==> config.mk <==
export PLATFORM = sky130hd
export DESIGN_NAME = mem_access_unit_flat
export DESIGN_NICKNAME = d
export VERILOG_FILES = /design/src/rtl/mem_access_unit_if.sv /design/src/rtl/mem_access_unit.sv /design/src/flat_wrapper.sv
export SDC_FILE = /design/constraint.sdc
export NUM_CORES = 1
export LEC_CHECK = 0
export ABC_AREA = 1
export CAP_MARGIN = 20
export CORE_MARGIN = 1
export CORE_UTILIZATION = 31
export DETAILED_ROUTE_END_ITERATION = 10
export GPL_ROUTABILITY_DRIVEN = 0
export SKIP_CTS_REPAIR_TIMING = 1
export SLEW_MARGIN = 20
export SYNTH_ARGS = -nofsm -noshare
export SYNTH_HDL_FRONTEND = slang
export SYNTH_SLANG_ARGS = --single-unit
==> constraint.sdc <==
create_clock -name clk -period 2.5 [get_ports clk]
set_input_delay 0.5 -clock clk [delete_from_list [all_inputs] [get_ports clk]]
set_output_delay 0.5 -clock clk [all_outputs]
set_load 0.02 [all_outputs]
==> src/rtl/mem_access_unit_if.sv <==
// Request-side and memory-side bundles for the load/store unit.
// The unit is the slave of the execute stage and the master of the memory data port.
interface lsu_req_if;
  logic        req;
  logic        we;
  logic [2:0]  funct3;
  logic [31:0] addr;
  logic [31:0] wdata;
  logic        busy;
  logic        done;
  logic        fault;
  logic [31:0] rdata;

  modport master (output req, we, funct3, addr, wdata, input busy, done, fault, rdata);
  modport slave  (input req, we, funct3, addr, wdata, output busy, done, fault, rdata);
endinterface

interface mem_port_if #(parameter int LINE_BITS = 13);
  logic [LINE_BITS-1:0] mem_line;
  logic [31:0]          mem_write_data;
  logic                 mem_write;
  logic [31:0]          mem_data;

  modport master (output mem_line, mem_write_data, mem_write, input mem_data);
  modport slave  (input mem_line, mem_write_data, mem_write, output mem_data);
endinterface

==> src/rtl/mem_access_unit.sv <==
// Byte-addressed RV32I load/store onto a word-line memory port; load/SW done 2 cycles after accept, SB/SH 3, fault 1.
// One request in flight: req is only sampled while busy is low; sub-word stores read-modify-write the line.
module mem_access_unit #(
  parameter int LINE_BITS = 13
) (
  input  logic       clk,
  input  logic       reset,
  lsu_req_if.slave   cpu,
  mem_port_if.master mem
);

  typedef enum logic [2:0] {IDLE, LOAD, RMW, STORE, RESP} state_t;

  state_t               state, state_nxt;
  logic                 legal;
  logic [1:0]           lane;
  logic [2:0]           f3_q;
  logic [15:0]          wdata_q;
  logic [LINE_BITS-1:0] line_q;
  logic [31:0]          wr_word;
  logic [31:0]          rdata_q;
  logic                 fault_q;
  logic [31:0]          shifted;
  logic [31:0]          load_ext;
  logic [31:0]          merged;
  logic                 unused_addr_hi;

  // Address bits above the line index are dropped, so the byte space wraps.
  assign unused_addr_hi = ^cpu.addr[31:LINE_BITS+2];

  always_comb begin
    legal = 1'b0;
    if (cpu.we) begin
      case (cpu.funct3)
        3'b000:  legal = 1'b1;
        3'b001:  legal = !cpu.addr[0];
        3'b010:  legal = (cpu.addr[1:0] == 2'b00);
        default: legal = 1'b0;
      endcase
    end else begin
      case (cpu.funct3)
        3'b000, 3'b100: legal = 1'b1;
        3'b001, 3'b101: legal = !cpu.addr[0];
        3'b010:         legal = (cpu.addr[1:0] == 2'b00);
        default:        legal = 1'b0;
      endcase
    end
  end

  always_ff @(posedge clk) begin
    if (reset) state <= IDLE;
    else       state <= state_nxt;
  end

  always_comb begin
    state_nxt          = state;
    cpu.busy           = (state != IDLE);
    cpu.done           = (state == RESP);
    cpu.fault          = (state == RESP) && fault_q;
    cpu.rdata          = rdata_q;
    mem.mem_line       = line_q;
    mem.mem_write_data = wr_word;
    mem.mem_write      = (state == STORE) && !reset;
    case (state)
      IDLE: begin
        if (cpu.req) begin
          if (!legal)                    state_nxt = RESP;
          else if (!cpu.we)              state_nxt = LOAD;
          else if (cpu.funct3 == 3'b010) state_nxt = STORE;
          else                           state_nxt = RMW;
        end
      end
      LOAD:    state_nxt = RESP;
      RMW:     state_nxt = STORE;
      STORE:   state_nxt = RESP;
      RESP:    state_nxt = IDLE;
      default: state_nxt = IDLE;
    endcase
  end

  // Half accesses are 2-byte aligned here, so lane*8 is always 0 or 16 for them.
  always_comb begin
    shifted  = mem.mem_data >> {lane, 3'b000};
    load_ext = mem.mem_data;
    case (f3_q)
      3'b000:  load_ext = {{24{shifted[7]}}, shifted[7:0]};
      3'b001:  load_ext = {{16{shifted[15]}}, shifted[15:0]};
      3'b100:  load_ext = {24'd0, shifted[7:0]};
      3'b101:  load_ext = {16'd0, shifted[15:0]};
      default: load_ext = mem.mem_data;
    endcase
    merged = mem.mem_data;
    if (f3_q[0]) merged[{lane[1], 4'b0000} +: 16] = wdata_q;
    else         merged[{lane, 3'b000} +: 8]      = wdata_q[7:0];
  end

  always_ff @(posedge clk) begin
    if (reset) begin
      lane    <= 2'd0;
      f3_q    <= 3'd0;
      wdata_q <= 16'd0;
      line_q  <= '0;
      wr_word <= 32'd0;
      rdata_q <= 32'd0;
      fault_q <= 1'b0;
    end else begin
      case (state)
        IDLE: begin
          if (cpu.req) begin
            lane    <= cpu.addr[1:0];
            f3_q    <= cpu.funct3;
            wdata_q <= cpu.wdata[15:0];
            line_q  <= cpu.addr[LINE_BITS+1:2];
            fault_q <= !legal;
            if (legal && cpu.we && cpu.funct3 == 3'b010) wr_word <= cpu.wdata;
          end
        end
        LOAD:    rdata_q <= load_ext;
        RMW:     wr_word <= merged;
        default: ;
      endcase
    end
  end

endmodule

==> src/flat_wrapper.sv <==
// flat-port wrapper written by rule: the top's interface ports become plain ports
module mem_access_unit_flat 
#(
  parameter int LINE_BITS = 13
)
  (clk, reset, cpu_req, cpu_we, cpu_funct3, cpu_addr, cpu_wdata, cpu_busy, cpu_done, cpu_fault, cpu_rdata, mem_mem_line, mem_mem_write_data, mem_mem_write, mem_mem_data);
  lsu_req_if cpu_i ();
  mem_port_if #(.LINE_BITS(LINE_BITS)) mem_i ();
  input  logic clk;
  input  logic reset;
  input wire logic [$bits(cpu_i.req)-1:0] cpu_req;
  input wire logic [$bits(cpu_i.we)-1:0] cpu_we;
  input wire logic [$bits(cpu_i.funct3)-1:0] cpu_funct3;
  input wire logic [$bits(cpu_i.addr)-1:0] cpu_addr;
  input wire logic [$bits(cpu_i.wdata)-1:0] cpu_wdata;
  output wire logic [$bits(cpu_i.busy)-1:0] cpu_busy;
  output wire logic [$bits(cpu_i.done)-1:0] cpu_done;
  output wire logic [$bits(cpu_i.fault)-1:0] cpu_fault;
  output wire logic [$bits(cpu_i.rdata)-1:0] cpu_rdata;
  output wire logic [$bits(mem_i.mem_line)-1:0] mem_mem_line;
  output wire logic [$bits(mem_i.mem_write_data)-1:0] mem_mem_write_data;
  output wire logic [$bits(mem_i.mem_write)-1:0] mem_mem_write;
  input wire logic [$bits(mem_i.mem_data)-1:0] mem_mem_data;
  assign cpu_i.req = cpu_req;
  assign cpu_i.we = cpu_we;
  assign cpu_i.funct3 = cpu_funct3;
  assign cpu_i.addr = cpu_addr;
  assign cpu_i.wdata = cpu_wdata;
  assign cpu_busy = cpu_i.busy;
  assign cpu_done = cpu_i.done;
  assign cpu_fault = cpu_i.fault;
  assign cpu_rdata = cpu_i.rdata;
  assign mem_mem_line = mem_i.mem_line;
  assign mem_mem_write_data = mem_i.mem_write_data;
  assign mem_mem_write = mem_i.mem_write;
  assign mem_i.mem_data = mem_mem_data;
  mem_access_unit #(.LINE_BITS(LINE_BITS)) u_core (.clk(clk), .reset(reset), .cpu(cpu_i), .mem(mem_i));
endmodule
Word level (Yosys, flattened, before mapping)
Cells that the tools add are included.
- equality and inequality tests: 13
- reductions and logical operators: 18
- add/sub/neg operators: 2
- multiplexer cells: 15
- shift-type cells: 5
- operator list (cell ; count):
    $pmux 32 s4 ; 1
    $mux 32 ; 3
    $bwmux 32 ; 2
    $pmux 32 s2 ; 1
    $shift 16x7->32 const A ; 1
    $shift 8x7->32 const A ; 1
    $shiftx 16x7->32 ; 1
    $shiftx 8x7->32 ; 1
    $shr 32x5->16 ; 1
    $eq 3x3->1 const B ; 5
    $neg 5->7 ; 2
    $eq 3x1->1 const B ; 3
    $eq 3x2->1 const B ; 3
    $logic_not 3->1 ; 3
    $mux 3 ; 3
    $pmux 3 s3 ; 1
    $pmux 1 s3 ; 2
    $reduce_or 2->1 ; 3
    $logic_and 1x1->1 ; 4
    $logic_not 1->1 ; 3
    $reduce_and 3->1 ; 1
    $reduce_bool 3->1 ; 1
    $logic_not 2->1 ; 1
    $mux 1 ; 2
    other kinds (4) ; 4
- logic and storage cells: 61
- register bits: 102
- input bits: 103
- output and inout bits: 81

Longest topological paths before layout
- word-level depth: 9
- gate-level depth with buffers: 13

Worst setup path after synthesis
OpenSTA, ideal clock, no wires.
- path type: flip-flop to flip-flop
- start: register u_core.lane[1]
- end: register u_core.wr_word[0], in the netlist u_core.mem.mem_write_data[0]
- data arrival time: 1.769 ns
- setup slack: 0.619 ns
- cell stages (with the launch flop): 12
- clock period less this slack: 1.881 ns
- data required time: 2.387 ns
- cells stage by stage: dfxtp_1 > inv_2 > clkbuf_1 > ha_1 > clkbuf_1 > inv_1 > a21oi_1 > nand2_1 > nand3_1 > nand2_1 > nor2_1 > nor2_1
- cells in the longest elaborated chain, start to end: 5
- elaborated cells on any way between the ends: 10
- those cells by class: add/sub: 2; shift: 4; mux: 4
- ends and longest elaborated chain (item ; line ; RTL):
    start, declared ; mem_access_unit.sv:16 ; logic [1:0] lane;
    start signal, assigned ; mem_access_unit.sv:110 ; lane <= cpu.addr[1:0];
    $neg 5->7, on equally long branches ; mem_access_unit.sv:93, mem_access_unit.sv:94 ;
    $shiftx 16x7->32 (tied with other cells) ; mem_access_unit.sv:93 ; if (f3_q[0]) merged[{lane[1], 4'b0000} +: 16] = wdata_q;
    $bwmux 32, on equally long branches ; mem_access_unit.sv:93, mem_access_unit.sv:94 ;
    $mux 32 * ; mem_access_unit.sv:93 ;
    $pmux 32 s2 * ; mem_access_unit.sv:107 ; case (state)
    end signal, assigned ; mem_access_unit.sv:115 ; if (legal && cpu.we && cpu.funct3 == 3'b010) wr_word <= cpu.wdata;
    end signal, assigned ; mem_access_unit.sv:119 ; RMW: wr_word <= merged;
    end, declared ; mem_access_unit.sv:20 ; logic [31:0] wr_word;
Every way passes the cells marked *; elsewhere a longest branch is shown, timed or not.
A chain may end at the register's enable or synchronous reset.

Worst setup path after layout
- start: input reset
- end: output mem_mem_write
- cells in the longest elaborated chain, start to end: 2
- ends and longest elaborated chain (item ; line ; RTL):
    start, declared ; flat_wrapper.sv:10 ; input logic reset;
    $logic_not 1->1 ; mem_access_unit.sv:63 ; mem.mem_write = (state == STORE) && !reset;
    $logic_and 1x1->1 ; mem_access_unit.sv:63 ;
    end, declared ; flat_wrapper.sv:22 ; output wire logic [$bits(mem_i.mem_write)-1:0] mem_mem_write;
No other way between the ends.

==> reports/results.ini <==
[route]
dr_wl_met2_mm = 9.02
drt-total-wl_mm = 20.8
routed_via_density = 4.74
ant_nets = 0
post_drt_wl_per_cell_um = 14.7
drt_iter0_drc = 463
drc = 0
drt-met1-wl_mm = 9.50
highest_layer = met4
met3WireLength_mm = 1.60
vias = 6724
drtPass1Iterations = 5

[critical_path]
path_cells = clkdlybuf4s50_1, nor4_1, clkdlybuf4s50_1
path_class = in2out
end_kind = primary output
critPathLaunchType = input port
slowest_stage = clkdlybuf4s50_1
worstPathArrival_ps = 1820
worst_ep_required_time_ps = 2000
cp_max_fo = 2
reg2regPathDepth = 10
cpPeakStageDelay_ps = 650
crit_top_cell = clkdlybuf4s50_1

[synth]
synthMuxAreaShare_pct = 0
synth_cell_type_count = 33
synth_top_area_share_pct = 33.5
ys.flop_type = dfxtp_1
synth-seq-cells = 102
synth_commonest_cells = 314 x nand2_1, 135 x nor2_1, 102 x dfxtp_1, 89 x nand3_1, 88 x o21ai_0
yosys.area_share.simple_pct = 38.4
async_flop_share_pct = 0
synth-warning-count = 0
synth_edf_count = 0
ys_top_cells_by_area = dfxtp_1 34%, nand2_1 19%, nor2_1 8.3%
syn-instance-count = 1018
yosysMostFrequentCell = nand2_1
synthAdderAreaFrac_pct = 1.03
synth_top_area_cell = dfxtp_1
syn-num-nets = 1126
synth_compound_area_share_pct = 16.4
ys_seq_area_share_pct = 33.5
synth_top_family_by_area = simple AND/OR/NAND/NOR gates
synthXorXnorAreaFrac_pct = 0
synthesis.area_sq_um = 6090
avgSynthCellArea_sq_um = 5.98

[worst_hold_path]
holdPathStages = 4
hold_path_class = reg2reg

[timing]
grt_setup_unrepaired = no
worst_slack_ps = 183
drv_slew = 0
skew_ps = 8.83
worst_pin_slew_ps = 638
period_minus_slack_ps = 2320
hold_viol = 0
setup_viol = 0
holdWs_ps = 510
timing.fmax_mhz = 432
max_slew_margin_pct = 57.4
timing.final.crit_share_pct = 92.7
fin_setup_tns_ps = 0

[clocking]
cts_tree = done
clock-sinks = 102
cts-buffers-inserted = 9
path_clk_slew_ps = 70
htree_levels = 3
cts-root-buf = clkbuf_16
worstSkewPairLatency_ps = 360
clk_path_buf_depth = 2

[cells_and_area]
antenna-diode-count = 0
layout-drive-gt1-share_pct = 5.09
area_growth_pct = 35.6
instances_no_fill = 1418
final_nets = 1261

[power]
p_leak_uw = 0.00377
ir_worst_vdd_v = 0.000344
power_density_nw_per_um2 = 547
total_power_uw = 4520

[floorplan]
core_area_sq_um = 19000
dieWidth_um = 142
die_height_um = 142
ios = 184
initial_core_util_pct = 32.1
dieArea_sq_um = 20200
std_cell_rows = 50

[place]
place_ws_ps = 194
hpwlAfterDp_mm = 15.3
io_buffers = 166
placedCellCount = 1402

[run]
cap_violations = 0

[grt]
grt_usage_pct = 21.1
antenna_found_initial = 0
grt_pass1_wl_mm = 33.2
grt_pass1_vias = 6291
grt-ovfl-total = 0
grt_max_degree = 56

[run_status]
outcome = finished clean

==> metal layers <==
| layer | GRT usage, % | vias to the layer above |
|---|---|---|
| met1 | 27.9 | 2959 |
| met2 | 32.3 | 229 |
| met3 | 5.32 | 30 |
| met5 | 0 | - |
| met4 | 8.89 | 0 |
| li1 | - | 3506 |
==> cells in the final DEF (no fill, tap or decap), types with 3 or more instances in the layout <==
cell type,synthesis,routed
inv_1,87,87
ha_1,5,5
nand4_1,8,8
o21ai_0,88,88
a21oi_1,71,71
dfxtp_1,102,101
clkbuf_16,0,9
clkdlybuf4s50_1,0,166
buf_4,6,17
o21bai_1,16,16
nor2_1,135,135
or2_2,7,7
nand3_1,89,89
nand2_1,314,314
clkinvlp_4,0,3
inv_2,6,7
buf_12,0,3
o211ai_1,8,8
==> worst paths after layout <==
check / slack [ps] / startpoint / end
worst max-delay path: 180 / reset / mem_mem_write
worst max register to register: 370 / u_core.lane[1] / u_core.mem.mem_write_data[28]
worst min-delay path: 510 / u_core.mem.mem_write_data[23] / u_core.mem.mem_write_data[23]
worst min register to register: 510 / u_core.mem.mem_write_data[23] / u_core.mem.mem_write_data[23]
==> cell type report <==
class | instances | area [sq um]
Tap cell | 260 | 325
Fill cell | 2047 | 10700
Timing Repair Buffer | 186 | 1850
Sequential cell | 102 | 2040
Inverter | 95 | 357
Clock buffer | 9 | 225
Multi-Input combinational cell | 759 | 3410
Clock inverter | 7 | 50.0
==> worst max-delay path: cells and delay by family <==
kind	cells	cell delay, ps
buf+inv	2	1060
simple gates	1	260
==> power breakdown <==
part / leakage [uW] / internal [uW] / switching [uW]
sequential: 0.000833 / 1730 / 81.0
combinational: 0.00281 / 528 / 809
clock: 0.000128 / 679 / 687
==> state kept, by name (all words and copies together), names as in the netlist <==
| signal | flops |
|---|---|
| u_core.fault_q | 1 |
| u_core.state | 3 |
| u_core.cpu.rdata | 32 |
| u_core.mem.mem_write_data | 32 |
| u_core.wdata_q | 16 |
| u_core.mem.mem_line | 13 |
| u_core.lane | 2 |
| u_core.f3_q | 3 |
==> metrics by stage <==
| step | area, sq um | utilization, % |
|---|---|---|
| after floorplan | 6090 | - |
| after global placement | 7980 | 42.1 |
| after detailed placement | 7980 | 42.1 |
| after CTS | 8260 | 43.6 |
| after global routing | 8260 | 43.6 |
| final | 8260 | 43.6 |
==> logic make-up after synthesis <==
group | Yosys count
buf+inv | 157
flops | 102
compound gates | 187
simple gates | 567
fa+ha+maj | 5
Note: power is estimated with default switching activity, not from simulation.
